<file path="src/rtl/sram_1w1r_be.sv">
// sram_1w1r_be
// Single-clock simple dual-port RAM (one write port, one read port) with
// byte-lane write enables, selectable read-during-write behaviour, optional
// output register, read-valid tracking and a post-reset clear sequencer.
//
// Ports:
//   i_clk      clock, rising edge
//   i_rst      asynchronous active-high reset
//   i_w_e      write enable
//   i_w_be     per-lane write enable (lane k = bits [k*BYTE_W +: BYTE_W])
//   i_w_addr   write address (addresses >= DEPTH are dropped)
//   i_w_data   write data
//   i_r_e      read enable
//   i_r_addr   read address (addresses >= DEPTH read as zero)
//   o_r_data   read data (latency 1, or 2 with OUT_REG=1)
//   o_r_valid  o_r_data holds the result of an accepted read this cycle
//   o_busy     clear sequencer running; both ports are ignored
module sram_1w1r_be #(
  parameter int WIDTH        = 32,
  parameter int DEPTH        = 8,
  parameter int BYTE_W       = 8,
  parameter int RDW_MODE     = 0,
  parameter int OUT_REG      = 0,
  parameter int CLEAR_ON_RST = 1,
  localparam int NB = WIDTH / BYTE_W,
  localparam int AW = (DEPTH > 1) ? $clog2(DEPTH) : 1
) (
  input  logic              i_clk,
  input  logic              i_rst,
  input  logic              i_w_e,
  input  logic [NB-1:0]     i_w_be,
  input  logic [AW-1:0]     i_w_addr,
  input  logic [WIDTH-1:0]  i_w_data,
  input  logic              i_r_e,
  input  logic [AW-1:0]     i_r_addr,
  output logic [WIDTH-1:0]  o_r_data,
  output logic              o_r_valid,
  output logic              o_busy
);

  typedef enum logic {
    ST_IDLE  = 1'b0,
    ST_CLEAR = 1'b1
  } state_t;

  // One extra bit so DEPTH itself is representable for range compares.
  localparam logic [AW:0]   DEPTH_W   = (AW + 1)'(DEPTH);
  localparam logic [AW-1:0] LAST_ADDR = AW'(DEPTH - 1);
  localparam state_t        RST_STATE = (CLEAR_ON_RST != 0) ? ST_CLEAR : ST_IDLE;

  state_t           state_q, state_d;
  logic [AW-1:0]    cnt_q, cnt_d;
  logic             clr_we;

  logic [WIDTH-1:0] mem_q [DEPTH];

  logic             idle;
  logic             w_in_range, r_in_range;
  logic             wr_ok, rd_ok, rdw_hit;
  logic [WIDTH-1:0] rd_word, rd_merged;

  logic [WIDTH-1:0] rd1_q, rd1_d;
  logic             v1_q, v1_d;

  // ---------------------------------------------------------------------
  // Clear sequencer
  // ---------------------------------------------------------------------
  always_ff @(posedge i_clk or posedge i_rst) begin
    if (i_rst) begin
      state_q <= RST_STATE;
      cnt_q   <= '0;
    end else begin
      state_q <= state_d;
      cnt_q   <= cnt_d;
    end
  end

  always_comb begin
    state_d = state_q;
    cnt_d   = cnt_q;
    clr_we  = 1'b0;
    case (state_q)
      ST_CLEAR: begin
        clr_we = 1'b1;
        if (cnt_q == LAST_ADDR) begin
          // Last entry is zeroed on this edge, so ports open next cycle.
          state_d = ST_IDLE;
          cnt_d   = '0;
        end else begin
          cnt_d = cnt_q + 1'b1;
        end
      end
      default: begin
      end
    endcase
  end

  assign o_busy = (state_q == ST_CLEAR);
  assign idle   = (state_q == ST_IDLE);

  // ---------------------------------------------------------------------
  // Port qualification
  // ---------------------------------------------------------------------
  assign w_in_range = ({1'b0, i_w_addr} < DEPTH_W);
  assign r_in_range = ({1'b0, i_r_addr} < DEPTH_W);
  assign wr_ok      = idle && i_w_e && w_in_range;
  assign rd_ok      = idle && i_r_e;
  // Forwarding only applies when both addresses hit the same real entry.
  assign rdw_hit    = (RDW_MODE != 0) && wr_ok && rd_ok && (i_w_addr == i_r_addr);

  // ---------------------------------------------------------------------
  // Storage array (no reset: contents only change on clock edges)
  // ---------------------------------------------------------------------
  always_ff @(posedge i_clk) begin
    if (clr_we) begin
      mem_q[cnt_q] <= '0;
    end else if (wr_ok) begin
      for (int k = 0; k < NB; k++) begin
        if (i_w_be[k]) begin
          mem_q[i_w_addr][k*BYTE_W +: BYTE_W] <= i_w_data[k*BYTE_W +: BYTE_W];
        end
      end
    end
  end

  always_comb begin
    rd_word = '0;
    if (r_in_range) begin
      rd_word = mem_q[i_r_addr];
    end
  end

  // Per-lane new-data forwarding for same-address read during write.
  for (genvar gi = 0; gi < NB; gi++) begin : g_lane
    assign rd_merged[gi*BYTE_W +: BYTE_W] = (rdw_hit && i_w_be[gi])
                                            ? i_w_data[gi*BYTE_W +: BYTE_W]
                                            : rd_word[gi*BYTE_W +: BYTE_W];
  end

  // ---------------------------------------------------------------------
  // Read stage 1
  // ---------------------------------------------------------------------
  always_comb begin
    rd1_d = rd1_q;
    v1_d  = 1'b0;
    if (rd_ok) begin
      rd1_d = rd_merged;
      v1_d  = 1'b1;
    end
  end

  always_ff @(posedge i_clk or posedge i_rst) begin
    if (i_rst) begin
      rd1_q <= '0;
      v1_q  <= 1'b0;
    end else begin
      rd1_q <= rd1_d;
      v1_q  <= v1_d;
    end
  end

  // ---------------------------------------------------------------------
  // Optional output stage
  // ---------------------------------------------------------------------
  if (OUT_REG != 0) begin : g_out_reg
    logic [WIDTH-1:0] rd2_q, rd2_d;
    logic             v2_q;

    always_comb begin
      rd2_d = rd2_q;
      if (v1_q) begin
        rd2_d = rd1_q;
      end
    end

    always_ff @(posedge i_clk or posedge i_rst) begin
      if (i_rst) begin
        rd2_q <= '0;
        v2_q  <= 1'b0;
      end else begin
        rd2_q <= rd2_d;
        v2_q  <= v1_q;
      end
    end

    assign o_r_data  = rd2_q;
    assign o_r_valid = v2_q;
  end else begin : g_no_out_reg
    assign o_r_data  = rd1_q;
    assign o_r_valid = v1_q;
  end

endmodule

</file>
<file path="config.mk">
export PLATFORM = sky130hd
export DESIGN_NAME = sram_1w1r_be
export DESIGN_NICKNAME = d
export VERILOG_FILES = /design/src/rtl/sram_1w1r_be.sv
export SDC_FILE = /design/constraint.sdc
export NUM_CORES = 1
export LEC_CHECK = 0
export ABC_AREA = 1
export CAP_MARGIN = 20
export CORE_ASPECT_RATIO = 0.6
export CORE_MARGIN = 2
export CORE_UTILIZATION = 50
export CTS_BUF_LIST = sky130_fd_sc_hd__clkbuf_4 sky130_fd_sc_hd__clkbuf_8 sky130_fd_sc_hd__clkbuf_16
export DETAILED_ROUTE_END_ITERATION = 16
export PLACE_DENSITY_LB_ADDON = 0.15
export SLEW_MARGIN = 20
export SYNTH_ARGS = -nofsm -noshare
export SYNTH_HDL_FRONTEND = slang
export SYNTH_SLANG_ARGS = --single-unit
</file>
<file path="constraint.sdc">
create_clock -name i_clk -period 1.7 [get_ports i_clk]
set_input_delay 0.34 -clock i_clk [delete_from_list [all_inputs] [get_ports i_clk]]
set_output_delay 0.34 -clock i_clk [all_outputs]
set_load 0.05 [all_outputs]
</file>
==> reports/qor.csv <==
stage,metric,value,unit
worst_setup_path,startpoint class of the critical path,register,
cts,Max Buffers Root-to-Sink,3,
finish,Multi-input gate area,3124,um^2
pwr,Tot Pwr,0.01586,W
sta,setup ws final,-0.2336,ns
sta,clock skew,0.03387,ns
finish,register area,8615,um^2
cts,Clk Tree Root Cell,clkbuf_16,
drt,final wirelength,28.97,mm
drt,Post-route DRC,0,
logic_synthesis,Netlist cell types,22,
finish,synth-to-layout area growth,23.10,%
worst_setup_path,"Arr. time, crit path",2.14,ns
sta,Slew Limit Fails,0,
placement,# port buffers,79,
finish,n_diodes,0,
cts,Worst-Skew Late Latency,0.55,ns
sta,Final setup viols,257,
worst_setup_path,CP max stage delay,0.56,ns
sta,Max Clock Freq,0.5172,GHz
sta,Fin. Hold Viols,0,
sta,RSZ-0062 raised after global routing,yes,
pwr,Comb pwr share,11.4,%
cts,CTS sink count,293,
worst_setup_path,WP buf/inv,1,
sta,period utilization,113.7,%
cts,"Reg clk slew, reported paths",0.06,ns
worst_setup_path,CP Data Required Time,1.90,ns
pwr,clock share of power,37.6,%
pwr,Switching Power,0.003885,W
die,Die Width,205.6,um
worst_setup_path,crit-path max FO,8,
die,Core Region,24060,um^2
logic_synthesis,"Net Count, Synth",1096,
status,failing checks,setup timing,
die,Initial Util,50.68,%
logic_synthesis,Synth Instances,1048,
finish,layout cells sized above 1,19.52,%
drt,routed length per instance,19.51,um
worst_hold_path,Min-Delay Path Class,in -> async,
grt,initial antenna violation count,0,
placement,Post-DP Area,13900,um^2
logic_synthesis,syn avg cell area,11.63,um^2
cts,TritonCTS clock tree,yes,
finish,design area,15010,um^2
pwr,Leak,5.850,nW
grt,grt ovf,0,
grt,wire length of the first global-routing pass,44.71,mm
finish,fill count,1880,
sta,relative slew slack,68.60,%
finish,nets,1191,
worst_setup_path,most used cell along the critical path,nor2_4,
worst_setup_path,Crit-path slowest cell,dfstp_2,
drt,DRT iter0 DRCs,757,
logic_synthesis,sequential-to-total area share from yosys stat,70.66,%
logic_synthesis,#FFs+latches synth,293,
pwr,Seq pwr share,51.0,%
worst_setup_path,cells along the critical path,nor2_4 -> o21ai_4 -> buf_6 -> nand3_2 -> nand2_4 -> nand3_4 -> nor2_4,
placement,GP Congestion,0.7828,
die,Die Ht,125.0,um
die,Ports,80,
drt,vias per cell,5.401,
drt,final antenna-violating net count,0,
pwr,Pwr Density,1057,nW/um^2
run,max-cap viol count,0,
grt,Global Route Usage Sum,23.18,%
worst_setup_path,Worst Setup Path Type,reg -> reg,
pwr,"IR drop worst, VDD",0.0006523,V
pwr,P_int,0.01197,W
sta,Least-Margin Pin Slew,0.4661,ns
sta,Hold WS,0.1486,ns
die,DIE AREA,25690,um^2
placement,DP Wirelength,19.46,mm
sta,Tmin final,1.934,ns
drt,via count,8020,
drt,Initial DRT Pass Iterations,6,
status,outcome,"complete, but fails checks",
worst_setup_path,CP Capture Type,register,
worst_setup_path,CP top delay family,simple AND/OR/NAND/NOR gates,
worst_setup_path,worst reg2reg setup slack,-0.23,ns
cts,H-tree levels,1,
grt,number of global-route vias before repair,7538,
logic_synthesis,Netlist Area Pre-Place,12190,um^2
pwr,switching share of power,24.50,%
die,row cnt,44,
grt,largest net degree at the start of global routing,54,
cts,CTS Buf Count,27,
finish,fin util,62.38,%
logic_synthesis,Synth Warn #,0,
## cell usage in the layout (no fill, tap or decap)
cell type / Yosys / final
a21oi_1: 68 / 64
a21oi_2: 0 / 4
buf_12: 0 / 23
buf_4: 10 / 56
buf_6: 4 / 3
clkbuf_16: 0 / 28
clkbuf_4: 0 / 8
clkbuf_8: 0 / 5
clkdlybuf4s50_1: 0 / 43
clkinv_2: 0 / 6
clkinvlp_4: 0 / 1
dfrtp_1: 36 / 36
dfstp_2: 1 / 1
edfxtp_1: 256 / 256
ha_1: 2 / 2
inv_1: 171 / 170
inv_2: 1 / 2
inv_6: 0 / 1
nand2_1: 137 / 137
nand2_2: 7 / 1
nand2_4: 1 / 7
nand3_1: 102 / 96
nand3_2: 8 / 6
nand3_4: 0 / 8
nor2_1: 65 / 1
nor2_2: 0 / 24
nor2_4: 1 / 41
o211ai_1: 64 / 64
o21ai_0: 67 / 67
o21ai_4: 0 / 2
## state kept, by name (all words and copies together), names as in the netlist
signal,count
o_r_valid,1
o_r_data,32
cnt_q,3
mem_q,256
o_busy,1
## cell usage after synthesis (all sizes together)
master  count  area share [%]
o211ai     64             3.9
nor2       66             2.1
a21oi      68             2.8
nand2     145             4.7
dfstp       1            0.22
nand3     110             4.8
o21ai      69             2.9
ha          2            0.21
dfrtp      36             7.4
buf        38             2.0
clkbuf     21            0.65
inv       172             5.3
edfxtp    256              63
## per-layer routing
metal	GRT usage, %	routed length (um)	share of wire [%]	vias to the layer above
met5	0	0	0	-
met4	4.613	476	1.6	0
met3	2.815	2030	7.0	39
met2	32.03	12040	42	292
met1	39.11	14420	50	3891
li1	-	-	-	3798
## worst register-to-register path: cells and delay by family, from the launching register on
family | cells | cell delay, ns
compound gates | 1 | 0.08
buf+inv | 1 | 0.17
simple gates | 5 | 0.78
flops | 1 | 0.56
## power groups by stage
stage | combinational [W] | clock (W) | sequential (W)
6_report | 0.00181 | 0.00597 | 0.00808
2_1_floorplan | 0.000749 | 0 | 0.00855
5_1_grt | 0.00195 | 0.00633 | 0.00809
3_3_place_gp | 0.00174 | 0 | 0.00823
3_5_place_dp | 0.00176 | 0 | 0.00823
4_1_cts | 0.00178 | 0.00604 | 0.00808
## what timing repair did
action                     4_1_cts  5_1_grt
setup buffers                    4        1
gates resized for setup          2       40
cloned                           0        0
pin swaps                       12        4
setup endpoints to repair      494      513
hold buffers                     0        0
## stage by stage
step	setup slack [ns]	instances	TNS (ns)
floorplan	-0.1641	1048	-37.44
global placement	-0.6912	1431	-312.96
detailed placement	-0.7283	1431	-330.47
CTS	-0.2452	1484	-76.61
global route	-0.3124	1485	-70.26
finish	-0.2336	1485	-49.82
## area by class of cell
class	count	share of cell area [%]
inverter	172	4.302
clock inverter	8	0.3085
multi-input combinational	524	20.82
timing repair buffer	125	8.962
tap	322	2.684
sequential	293	57.40
clock buffer	41	5.527
## worst paths after layout
check / end / startpoint / cells past startpoint
setup reg to reg: mem_q[3][2] / o_busy / 7
min in group i_clk: o_r_data[8] / i_r_addr[1] / 7
max in group asynchronous: o_busy / i_rst / 3
hold reg to reg: o_r_data[30] / o_r_data[30] / 2
hold / removal: o_r_data[8] / i_rst / 3
setup / recovery: mem_q[3][2] / o_busy / 7
## kinds of logic after synthesis
family	share of synthesized area, %
simple gates	11.61
flops	70.66
buf+inv	7.902
compound gates	9.626
fa+ha+maj	0.2052
Power figures use the tool's default switching activity.
